`config.mk`:
```
export PLATFORM = sky130hd
export DESIGN_NAME = turf_hdr_builder
export DESIGN_NICKNAME = d
export VERILOG_FILES = /design/src/rtl/turf_hdr_builder.sv
export SDC_FILE = /design/constraint.sdc
export NUM_CORES = 1
export LEC_CHECK = 0
export ABC_CLOCK_PERIOD_IN_PS = 4050
export CELL_PAD_IN_SITES_DETAIL_PLACEMENT = 1
export CELL_PAD_IN_SITES_GLOBAL_PLACEMENT = 2
export CORE_ASPECT_RATIO = 1.2
export CORE_UTILIZATION = 34
export CTS_CLUSTER_SIZE = 24
export DETAILED_ROUTE_END_ITERATION = 12
export PLACE_DENSITY_LB_ADDON = 0.1
export RECOVER_POWER = 25
export SETUP_SLACK_MARGIN = 0.5
export SYNTH_ARGS = -nofsm -noshare
export SYNTH_HDL_FRONTEND = slang
export SYNTH_SLANG_ARGS = --single-unit
```
`constraint.sdc`:
```
create_clock -name memclk -period 4.05 [get_ports memclk]
set_clock_uncertainty 0.15 [all_clocks]
set_input_delay 0.81 -clock memclk [delete_from_list [all_inputs] [get_ports memclk]]
set_output_delay 0.81 -clock memclk [all_outputs]
set_load 0.005 [all_outputs]
```
`src/rtl/turf_hdr_builder.sv`:
```
// TURF event header builder: turns each accepted trigger into a 16-beat x 64-bit header
// stream sealed with an XOR check word, and keeps the event number and deadtime count.
module turf_hdr_builder #(
  parameter logic [15:0] MAGIC   = 16'h5455,
  parameter logic [7:0]  VERSION = 8'h01,
  parameter int          NBEATS  = 16
) (
  input  logic        memclk,
  input  logic        memrst,
  input  logic [63:0] s_trig_tdata,
  input  logic [12:0] s_trig_tuser,
  input  logic        s_trig_tvalid,
  output logic        s_trig_tready,
  input  logic [3:0]  tio_mask_i,
  input  logic        busy_i,
  input  logic        run_reset_i,
  output logic [63:0] m_thdr_tdata,
  output logic        m_thdr_tvalid,
  input  logic        m_thdr_tready,
  output logic        m_thdr_tlast,
  output logic [31:0] ev_count_o,
  output logic        state_o
);

  // Both streams use AXIS valid/ready: a transfer happens on a clock edge where valid and
  // ready are both high; once valid is raised, it and the data stay put until that edge.

  localparam logic [3:0] LAST_BEAT = 4'(NBEATS - 1);

  typedef enum logic {IDLE = 1'b0, EMIT = 1'b1} state_t;

  state_t      state_q, state_d;
  logic [3:0]  beat_q, beat_d;
  logic [63:0] xor_q, xor_d;
  logic [31:0] ev_count_q, ev_count_d;
  logic [31:0] deadtime_q, deadtime_d;
  logic        pend_q, pend_d;

  logic [47:0] trig_time_q;
  logic [15:0] trig_type_q;
  logic [12:0] ev_addr_q;
  logic [3:0]  tio_mask_q;
  logic [31:0] hdr_dt_q;
  logic [31:0] hdr_ev_q;

  logic        trig_acc;
  logic        beat_acc;
  logic [63:0] beat_data;

  assign trig_acc = (state_q == IDLE) && s_trig_tvalid;
  assign beat_acc = (state_q == EMIT) && m_thdr_tready;

  always_comb begin
    beat_data = 64'h0;
    if (state_q == EMIT) begin
      case (beat_q)
        4'd0:    beat_data = {MAGIC, VERSION, 8'h00, hdr_ev_q};
        4'd1:    beat_data = {16'h0, trig_time_q};
        4'd2:    beat_data = {trig_type_q, 12'h0, tio_mask_q, hdr_dt_q};
        4'd3:    beat_data = {51'h0, ev_addr_q};
        // The check word is the running XOR of the beats actually emitted.
        LAST_BEAT: beat_data = xor_q;
        default: beat_data = 64'h0;
      endcase
    end
  end

  always_comb begin
    state_d    = state_q;
    beat_d     = beat_q;
    xor_d      = xor_q;
    ev_count_d = ev_count_q;
    pend_d     = pend_q;

    // The accept cycle's busy is the first count of the new interval.
    if (trig_acc) begin
      deadtime_d = {31'h0, busy_i};
    end else if (busy_i && (deadtime_q != 32'hFFFF_FFFF)) begin
      deadtime_d = deadtime_q + 32'd1;
    end else begin
      deadtime_d = deadtime_q;
    end

    case (state_q)
      IDLE: begin
        if (trig_acc) begin
          beat_d  = 4'd0;
          xor_d   = 64'h0;
          state_d = EMIT;
          if (run_reset_i) pend_d = 1'b1;
        end else if (run_reset_i) begin
          ev_count_d = 32'h0;
        end
      end
      EMIT: begin
        if (run_reset_i) pend_d = 1'b1;
        if (beat_acc) begin
          xor_d  = xor_q ^ beat_data;
          beat_d = beat_q + 4'd1;
          if (beat_q == LAST_BEAT) begin
            state_d = IDLE;
            if (pend_q || run_reset_i) begin
              ev_count_d = 32'h0;
              pend_d     = 1'b0;
            end else begin
              ev_count_d = ev_count_q + 32'd1;
            end
          end
        end
      end
      default: state_d = IDLE;
    endcase
  end

  always_ff @(posedge memclk) begin
    if (memrst) begin
      state_q     <= IDLE;
      beat_q      <= 4'd0;
      xor_q       <= 64'h0;
      ev_count_q  <= 32'h0;
      deadtime_q  <= 32'h0;
      pend_q      <= 1'b0;
      trig_time_q <= 48'h0;
      trig_type_q <= 16'h0;
      ev_addr_q   <= 13'h0;
      tio_mask_q  <= 4'h0;
      hdr_dt_q    <= 32'h0;
      hdr_ev_q    <= 32'h0;
    end else begin
      state_q    <= state_d;
      beat_q     <= beat_d;
      xor_q      <= xor_d;
      ev_count_q <= ev_count_d;
      deadtime_q <= deadtime_d;
      pend_q     <= pend_d;
      if (trig_acc) begin
        trig_time_q <= s_trig_tdata[47:0];
        trig_type_q <= s_trig_tdata[63:48];
        ev_addr_q   <= s_trig_tuser;
        tio_mask_q  <= tio_mask_i;
        hdr_dt_q    <= deadtime_q;
        hdr_ev_q    <= ev_count_q;
      end
    end
  end

  assign s_trig_tready = (state_q == IDLE);
  assign m_thdr_tvalid = (state_q == EMIT);
  assign m_thdr_tlast  = (state_q == EMIT) && (beat_q == LAST_BEAT);
  assign m_thdr_tdata  = beat_data;
  assign ev_count_o    = ev_count_q;
  assign state_o       = state_q;

endmodule

```
# After elaboration in Yosys (flattened, before gate mapping)
# Cells that the tools add are included.
dict set report totals {
  regBits 279
  latch_bits 0
  ramBits 0
  rom_bits 0
  inputBits 87
  out_inout_bits 100
  elab_cells 64
  memories 0
}
dict set report op_classes {
  addsub 3
  multipliers 0
  n_div 0
  magnitude_cmp 0
  eq_ne 10
  shifts 0
  muxes 26
  n_bitwise 2
  reduce_logical 10
}
# cell n
set ops {}
lappend ops {{case mux 64 bit (5 select lines)} 1}
lappend ops {{2-to-1 mux 64 bit} 3}
lappend ops {{2-to-1 mux 32 bit} 5}
lappend ops {{case mux 64 bit (2 select lines)} 1}
lappend ops {{adder 32 x 1 -> 32 bit, second input constant} 2}
lappend ops {{case mux 32 bit (2 select lines)} 1}
lappend ops {{XOR 64 bit} 1}
lappend ops {{!= test 32 bit, second input constant} 1}
lappend ops {{2-to-1 mux 1 bit} 10}
lappend ops {{== test 4 x 2 -> 1 bit, second input constant} 2}
lappend ops {{2-to-1 mux 4 bit} 2}
lappend ops {{!= test 2 x 1 -> 1 bit, second input constant} 4}
lappend ops {{case mux 4 bit (2 select lines)} 1}
lappend ops {{adder 4 x 1 -> 4 bit, second input constant} 1}
lappend ops {{== test 4 x 1 -> 1 bit, second input constant} 1}
lappend ops {{== test 4 bit, second input constant} 1}
lappend ops {{logical AND 1 bit} 4}
lappend ops {{zero test 4 bit} 1}
lappend ops {{case mux 1 bit (2 select lines)} 2}
lappend ops {{AND reduction 4 bit} 1}
lappend ops {{!= test 2 bit, second input constant} 1}
lappend ops {{AND reduction 2 bit} 1}
lappend ops {{nonzero test 2 bit} 1}
lappend ops {{OR reduction 2 bit} 1}
lappend ops {{2 further kinds} 2}

# Depth between registers and ports, before layout
# Gate-level depths: netlist of the first run.
dict set report depth {
  depth_word 6
  mapped_depth 11
  mapped_depth_nobuf 7
}

# Least setup slack after synthesis of the first run
# Ideal clock, no wire load.
dict set report synth_path {
  kind {register to output}
  startpoint {register beat_q[0]}
  endpoint {output port m_thdr_tdata[37]}
  t_arrival_ns 2.084
  t_required_ns 3.090
  setup_slack_ns 1.006
  stages_incl_launch_ff 9
  path_buffers 4
  cell_sequence {dfxtp_1 -> ha_1 -> clkbuf_1 -> nor3b_2 -> buf_2 -> buf_2 -> clkbuf_1 -> a22oi_1 -> nor2_1}
}
dict set report synth_via {
  elab_chain_cells 3
  elab_cells_between_ends 7
  classes_between {eq/ne: 4; mux: 2; reduce/logical: 1}
}
# element line
set synth_lines {}
lappend synth_lines {{from (decl)} 33} ;# logic [3:0] beat_q, beat_d;
lappend synth_lines {{from (signal assigned)} 131} ;# beat_q <= beat_d;
lappend synth_lines {{== test 4 bit (tied with other cells)} 56} ;# case (beat_q)
lappend synth_lines {{case mux 64 bit (5 select lines) (*)} 56}
lappend synth_lines {{2-to-1 mux 64 bit (*)} 55} ;# if (state_q == EMIT) begin
lappend synth_lines {{to (decl)} 17} ;# output logic [63:0] m_thdr_tdata,
# Every way passes the cells marked *; elsewhere a longest branch is shown, timed or not.

# Worst setup path in the final report of the first run
dict set report layout_path {
  startpoint {register beat_q[1]}
  endpoint {register xor_q[22]}
}
dict set report layout_via {
  elab_chain_cells 6
  elab_cells_between_ends 10
  classes_between {eq/ne: 4; mux: 4; bitwise: 1; reduce/logical: 1}
}
# element line
set layout_lines {}
lappend layout_lines {{== test 4 bit (tied with other cells)} 56}
lappend layout_lines {{case mux 64 bit (5 select lines) (*)} 56}
lappend layout_lines {{2-to-1 mux 64 bit (*)} 55}
lappend layout_lines {{XOR 64 bit (*)} 98} ;# xor_d = xor_q ^ beat_data;
lappend layout_lines {{2-to-1 mux 64 bit (*)} 97} ;# if (beat_acc) begin
lappend layout_lines {{case mux 64 bit (2 select lines) (*)} 84} ;# case (state_q)
lappend layout_lines {{to (signal assigned)} 132} ;# xor_q <= xor_d;
lappend layout_lines {{to (decl)} 34} ;# logic [63:0] xor_q, xor_d;
# Every way passes the cells marked *; elsewhere a longest branch is shown, timed or not. The select of a mux whose other input is x is not followed.
# A chain may end at the register's enable or synchronous reset.

==> run_results.csv, run 1 <==
group,metric,value,unit
status,run_status,"finished, violations left",
status,failed_checks,"max-capacitance violations, max-slew violations",
floorplanning,die_area,39100,sq um
drt,detail_route.first_pass.iterations,9,
clock_network,clkTransAtPathRegs,0.06,ns
sta,unrepaired_setup_endpoints_after_global_routing,"yes",
floorplanning,rows,78,
placement,dpl.hpwl,31300,microns
drt,dr.first_iter.drc_count,732,
sta,setup_tns,0,ns
clock_network,htreeDepth,1,
power,areal_power_density_over_the_cells,361,nW/um^2
layout,drive_above_1_share,14.0,%
sta,post-route-period-util,92.1,%
yosys,ys.flop_type,"dfxtp_1",
layout,layout.cells.most_common,"nand2_1",
clock_network,cts_hold_buffers,0,
yosys,syn-instance-count,1670,
clock_network,tritoncts_buffer_count,31,
yosys,edff_count_synth,0,
yosys,synth-seq-cells,279,
yosys,syn-mean-instance-area,7.79,sq um
floorplanning,floorplan.initialDensity,34.4,%
critical_path,worstPathRequired,4.42,ns
clock_network,ctsRootBufferMaster,"clkbuf_16",
critical_path,cpPeakStageDelay,0.44,ns
sta,fin_worst_hold_slack,0.303,ns
critical_path,crit_path_slowest_cell,"a222oi_1",
layout,nNetsFinal,1971,
yosys,number_of_library_cell_types_mapped_by_synthesis,60,
floorplanning,die_ht,216,microns
grt,initial_antenna_violation_count,0,
drt,detailroute.via_count,13438,
sta,maxSlewViolCount,207,
yosys,synth_sequential_area_ratio,42.9,%
yosys,mappedNetlistNets,1763,
floorplanning,die_width,181,microns
grt,grt_pass1_vias,13363,
placement,pre_cts_slack,0.492,ns
power,power.leakage,6.67,nW
flow_run,max_cap_violations,2,
yosys,ys_async_sr_fraction,0,%
clock_network,cts_sinks,279,
floorplanning,core-area,37800,sq um
sta,worstMarginPinSlew,2.19,ns
critical_path,path_delay_family,"buffers and inverters",
placement,io_buffer_count,186,
layout,area.growth.synth_to_final,35.7,%
drt,drc,0,
power,post-layout-total-power,6.36,mW
clock_network,ctsLongestPathBuffers,3,
layout,most-common-layout-cells,"nand2_1, a21oi_1, dfxtp_1",
yosys,post-synth-top-area-fraction,42.9,%
critical_path,crit_buf_inv,15,
grt,groute.usage.overall,25.2,%
sta,setup_violations,0,
sta,fin_ws,0.322,ns
drt,routed_wire_length_per_instance,21.5,microns
sta,timing.slew.headroom,-45.8,%
drt,antenna_violating_nets_post_route,0,
power,power.ir.vdd_worst,329,uV
critical_path,path_class,"register to register",
sta,final_hold_viol_count,0,
layout,insertedDiodeCount,0,
sta,maxClockFrequency,0.268,GHz
grt,grt_pass1_wl,78300,microns
clock_network,clk-insertion-delay-late,0.58,ns
sta,finalWorstPathRequiredPeriod,3.73,ns
clock_network,tritoncts,"done",
placement,gp_congestion,0.808,
yosys,synth.largest_area_cell,"dfxtp_1",
critical_path,critical-path-top-cell-by-count,"buf_4",
critical_path,worstSetupEndpointType,"register",
critical_path,critical_path.max_fanout,12,
yosys,synth.area.top_cells,"dfxtp_1, a21oi_1, nand2_1",
yosys,ys_warn_count,0,
grt,grt_start_max_net_pins,196,
drt,viasPerCell,5.65,
critical_path,critPathArrivalTime,4.10,ns
critical_path,start_kind,"register",
grt,grt_overflow,0,
critical_path,crit_path_cell_trace,"inv_2 > ha_4 > buf_4 > bufbuf_16 > a222oi_1 > o2bb2ai_2 > buf_4 > buf_4 > buf_4 > buf_4 > buf_4 > buf_4 > buf_4 > buf_4 > buf_4 > buf_4 > buf_4 > buf_4 > nand3_1 > mux2_2 > nor2_1",
drt,drt_wl_total,51100,microns
floorplanning,ioPinCount,187,
yosys,syn_area,13000,sq um
min_path,hp_class,"register to register",
[layer usage]
metal	vias up	track usage, %	routed length (microns)
li1	6388	-	-
met1	6688	32.6	22700
met2	298	44.9	25700
met3	64	2.42	1700
met4	0	6.04	1000
met5	-	0	0
[power breakdown]
part	switching [mW]	internal (mW)	total, mW
registers	0.0478	2.80	2.85
logic	0.343	0.257	0.600
clock network	1.18	1.74	2.92
total	1.57	4.80	6.36
[cell usage after synthesis (3+ instances only)]
master,instances
a21oi_1,301
a222oi_1,11
a22oi_1,67
and2_1,8
and3_1,20
and4_1,6
buf_1,5
buf_2,10
buf_6,3
clkbuf_1,119
dfxtp_1,279
ha_1,6
inv_1,14
mux2_2,19
nand2_1,366
nand3_1,36
nand3b_1,36
nand4_1,20
nand4b_1,3
nor2_1,93
nor3_1,7
nor3b_1,20
nor4_1,8
o211ai_1,23
o21ai_0,40
o2bb2ai_1,11
o311ai_0,3
o31ai_1,20
o41ai_1,16
or3_1,14
or4_1,34
xnor2_1,8
xor2_1,9
[cell type report]
type,instances,area [sq um]
well taps,480,601
clock inverters,5,78.8
repair buffers,312,3300
clock buffers,49,963
inverters,14,55.1
fillers,4433,20100
multi-input cells,1240,7060
flip-flops and latches,279,5600
[state kept, by name (all words and copies together), names as in the netlist]
register,flops
xor_q,64
trig_time_q,48
deadtime_q,32
ev_count_o,32
hdr_dt_q,32
hdr_ev_q,32
trig_type_q,16
ev_addr_q,13
beat_q,4
tio_mask_q,4
m_thdr_tvalid,1
pend_q,1
[per-stage QoR]
stage	std cells	util, %	area (sq um)
floorplan	1670	-	13000
global placement	2232	40.4	15300
detailed placement	2232	40.4	15300
CTS	2347	45.6	17200
global route	2379	46.7	17700
finish	2379	46.7	17700
[path summary, 6_finish.rpt]
path | slack, ns | cells after the start | startpoint | to
worst max register to register | 0.32 | 21 | beat_q[1]$_SDFFE_PP0P_ | xor_q[22]$_SDFFE_PP0P_
worst max-delay path | 0.32 | 21 | beat_q[1]$_SDFFE_PP0P_ | xor_q[22]$_SDFFE_PP0P_
worst min-delay path | 0.30 | 2 | pend_q$_SDFFE_PP0P_ | pend_q$_SDFFE_PP0P_
worst min register to register | 0.30 | 2 | pend_q$_SDFFE_PP0P_ | pend_q$_SDFFE_PP0P_
[worst reg2reg max path: stages, from the launching register on]
cell and delay [ns]:
dfxtp_4 0.36, inv_2 0.07, ha_4 0.18, buf_4 0.14
bufbuf_16 0.28, a222oi_1 0.44, o2bb2ai_2 0.11, buf_4 0.14
buf_4 0.12, buf_4 0.12, buf_4 0.12, buf_4 0.12
buf_4 0.13, buf_4 0.12, buf_4 0.12, buf_4 0.12
buf_4 0.12, buf_4 0.12, buf_4 0.12, nand3_1 0.08
mux2_2 0.33, nor2_1 0.07
[logic make-up after synthesis]
family                   count (synthesis)  share of synthesized area, %
AND/OR/NAND/NOR                        691                          25.8
AO/OA/AOI/OAI                          504                          23.1
flip-flops                             279                          42.9
buffers and inverters                  153                          4.79
multiplexers                            20                          1.72
XOR/XNOR                                17                          1.14
adder cells (fa/ha/maj)                  6                         0.577
[timing repair]
| action | 4_1_cts | 5_1_grt |
|---|---|---|
| cloned | 11 | 5 |
| setup endpoints to repair | 64 | 54 |
| pin swaps | 25 | 6 |
| setup buffers | 50 | 27 |
| resized for setup | 101 | 77 |
(Power assumes the default switching activity.)
==> inputs of run 2 (changes only) <==
--- a/config.mk
+++ b/config.mk
@@ -6,13 +6,11 @@
 export NUM_CORES = 1
 export LEC_CHECK = 0
 export ABC_CLOCK_PERIOD_IN_PS = 4050
-export CELL_PAD_IN_SITES_DETAIL_PLACEMENT = 1
-export CELL_PAD_IN_SITES_GLOBAL_PLACEMENT = 2
 export CORE_ASPECT_RATIO = 1.2
-export CORE_UTILIZATION = 34
+export CORE_UTILIZATION = 45
 export CTS_CLUSTER_SIZE = 24
 export DETAILED_ROUTE_END_ITERATION = 12
-export PLACE_DENSITY_LB_ADDON = 0.1
+export DONT_BUFFER_PORTS = 1
 export RECOVER_POWER = 25
 export SETUP_SLACK_MARGIN = 0.5
 export SYNTH_ARGS = -nofsm -noshare
==> run 2 against run 1 <==
  * Critical endpoint is now m_thdr_tdata[14]
  * Routed wire length shrank 23%
  * Sequential cell count is the same
  * Total power decreased by 5.7%
  * Core utilization grew 4.2 points
  * The run still ends with max-capacitance violations, max-slew violations left
  * Setup slack improved by 0.30 ns
  * Sequential power about the same
  * Final cell count is 16% lower
  * Register-to-register slack improved by 0.30 ns
==> run_results.csv, run 2 (synthesis gave the netlist of run 1 again) <==
group,metric,value,unit
sta,worstMarginPinSlew,1.89,ns
clock_network,tritoncts_buffer_count,30,
clock_network,cts_sinks,279,
sta,finalWorstPathRequiredPeriod,3.43,ns
placement,cell_count_post_placement,1945,
clock_network,ctsLongestPathBuffers,3,
layout,drive_above_1_share,8.25,%
drt,dr.first_iter.drc_count,987,
drt,antenna_violating_nets_post_route,0,
critical_path,worstSetupEndpointType,"primary output",
grt,groute.usage.overall,25.8,%
power,power.ir.vdd_worst,300,uV
layout,area.growth.synth_to_final,10.3,%
critical_path,crit_path_cell_trace,"inv_1 > ha_1 > buf_4 > a222oi_1 > o2bb2ai_1 > and3_1",
clock_network,clkTransAtPathRegs,0.06,ns
critical_path,cpPeakStageDelay,0.43,ns
layout,layout.cells.most_common,"nand2_1",
critical_path,critical_path.max_fanout,21,
grt,grt_pass1_wl,60700,microns
floorplanning,die_width,157,microns
layout,nNetsFinal,1698,
drt,drc,0,
floorplanning,die_area,29600,sq um
clock_network,clk-insertion-delay-late,0.56,ns
layout,most-common-layout-cells,"nand2_1, a21oi_1, dfxtp_1",
sta,final_hold_viol_count,0,
power,power.leakage,4.56,nW
clock_network,ctsRootBufferMaster,"clkbuf_16",
min_path,hp_class,"primary input to register",
grt,grt_overflow,0,
critical_path,path_delay_family,"compound AO/OA/AOI/OAI gates",
layout,largest_reg_flops,64,
sta,setup_violations,0,
placement,gp_congestion,0.863,
layout,largestRegisters,"xor_q: 64 flops, trig_time_q: 48 flops",
floorplanning,floorplan.initialDensity,46.2,%
sta,timing.slew.headroom,-26.0,%
critical_path,worstPathRequired,3.09,ns
floorplanning,ioPinCount,187,
clock_network,htreeDepth,1,
drt,detailroute.via_count,12082,
drt,detail_route.first_pass.iterations,5,
grt,grt_pass1_vias,11131,
critical_path,path_class,"register to primary output",
layout,max_flop_register,"xor_q",
grt,initial_antenna_violation_count,1,
grt,grt_start_max_net_pins,251,
status,run_status,"finished, violations left",
clock_network,tritoncts,"done",
critical_path,crit_buf_inv,2,
critical_path,start_kind,"register",
drt,viasPerCell,6.03,
power,areal_power_density_over_the_cells,418,nW/um^2
status,failed_checks,"max-capacitance violations, max-slew violations",
layout,instances_no_fill,2004,
placement,dpl.hpwl,26100,microns
placement,io_buffer_count,0,
sta,fin_worst_hold_slack,0.167,ns
floorplanning,die_ht,188,microns
floorplanning,rows,67,
sta,maxSlewViolCount,166,
critical_path,timing.reg2reg.setup_slack,0.62,ns
sta,setup_tns,0,ns
flow_run,max_cap_violations,1,
sta,post-route-period-util,84.7,%
sta,unrepaired_setup_endpoints_after_global_routing,"no",
drt,routed_wire_length_per_instance,19.6,microns
critical_path,critPathArrivalTime,2.47,ns
floorplanning,core-area,28200,sq um
drt,drt_wl_total,39200,microns
critical_path,crit_path_slowest_cell,"a222oi_1",
sta,maxClockFrequency,0.292,GHz
-- run 2: cell count changes in the layout (fill, tap and decap cells not counted), moves of 6 or more --
cell             delta
a21oi_1            +18
a21oi_2            -18
buf_12              -7
buf_4              -51
buf_6              -11
clkbuf_1            -6
clkbuf_2           -11
clkbuf_8            -8
clkdlybuf4s50_1   -105
dlygate4sd2_1      -12
dlygate4sd3_1      -17
dlymetal6s2s_1     -39
-- run 2: final cells by class --
type                            instances  area (sq um)
Tap cell                              379           474
Timing Repair Buffer                   42           385
Antenna cell                            1          2.50
Multi-Input combinational cell       1238          6840
Sequential cell                       279          5590
Clock inverter                         13           173
Clock buffer                           38           842
Inverter                               14          52.6
Fill cell                            2851         13800
-- run 2: timing repair --
action | 4_1_cts | 5_1_grt
hold endpoints to repair | 0 | 0
gates resized for setup | 3 | 6
setup endpoints to repair | 43 | 48
hold buffers | 0 | 0
setup buffers | 0 | 7
-- run 2: path summary, 6_finish.rpt --
kind                                  start                      endpoint  depth (start not counted)
setup / recovery     beat_q[0]$_SDFFE_PP0P_              m_thdr_tdata[14]                          6
hold / removal                       memrst        xor_q[63]$_SDFFE_PP0P_                          1
setup reg to reg   m_thdr_tvalid$_SDFF_PP0_  trig_time_q[47]$_SDFFE_PP0P_                          5
hold reg to reg   hdr_ev_q[15]$_SDFFE_PP0P_     hdr_ev_q[15]$_SDFFE_PP0P_                          2
-- run 2: per-stage QoR --
step	setup slack, ns	instance area (sq um)	util (%)	total power [mW]
after CTS	0.524	14300	50.7	6.05
after global routing	0.398	14400	51.0	6.20
after detailed placement	0.974	13300	47.1	3.23
final	0.621	14400	51.0	6.00
after global placement	1.05	13300	47.1	3.22
after floorplan	1.01	13000	-	3.15
-- run 2: power by group --
group / switching (mW) / leakage, nW / total, mW / internal (mW)
Combinational: 0.230 / 1.79 / 0.318 / 0.0876
Clock: 1.12 / 0.506 / 2.83 / 1.71
Sequential: 0.0510 / 2.26 / 2.85 / 2.80
-- run 2: per-layer routing --
layer  up-vias  wire length, microns  part of all wire, %  global-route usage (%)
li1       5838                     -                    -                       -
met1      5789                 16700                   43                    33.6
met2       378                 18400                   47                    42.1
met3        77                  2670                  6.8                    4.62
met4         0                  1340                  3.4                    10.0
met5         -                     0                    0                       0
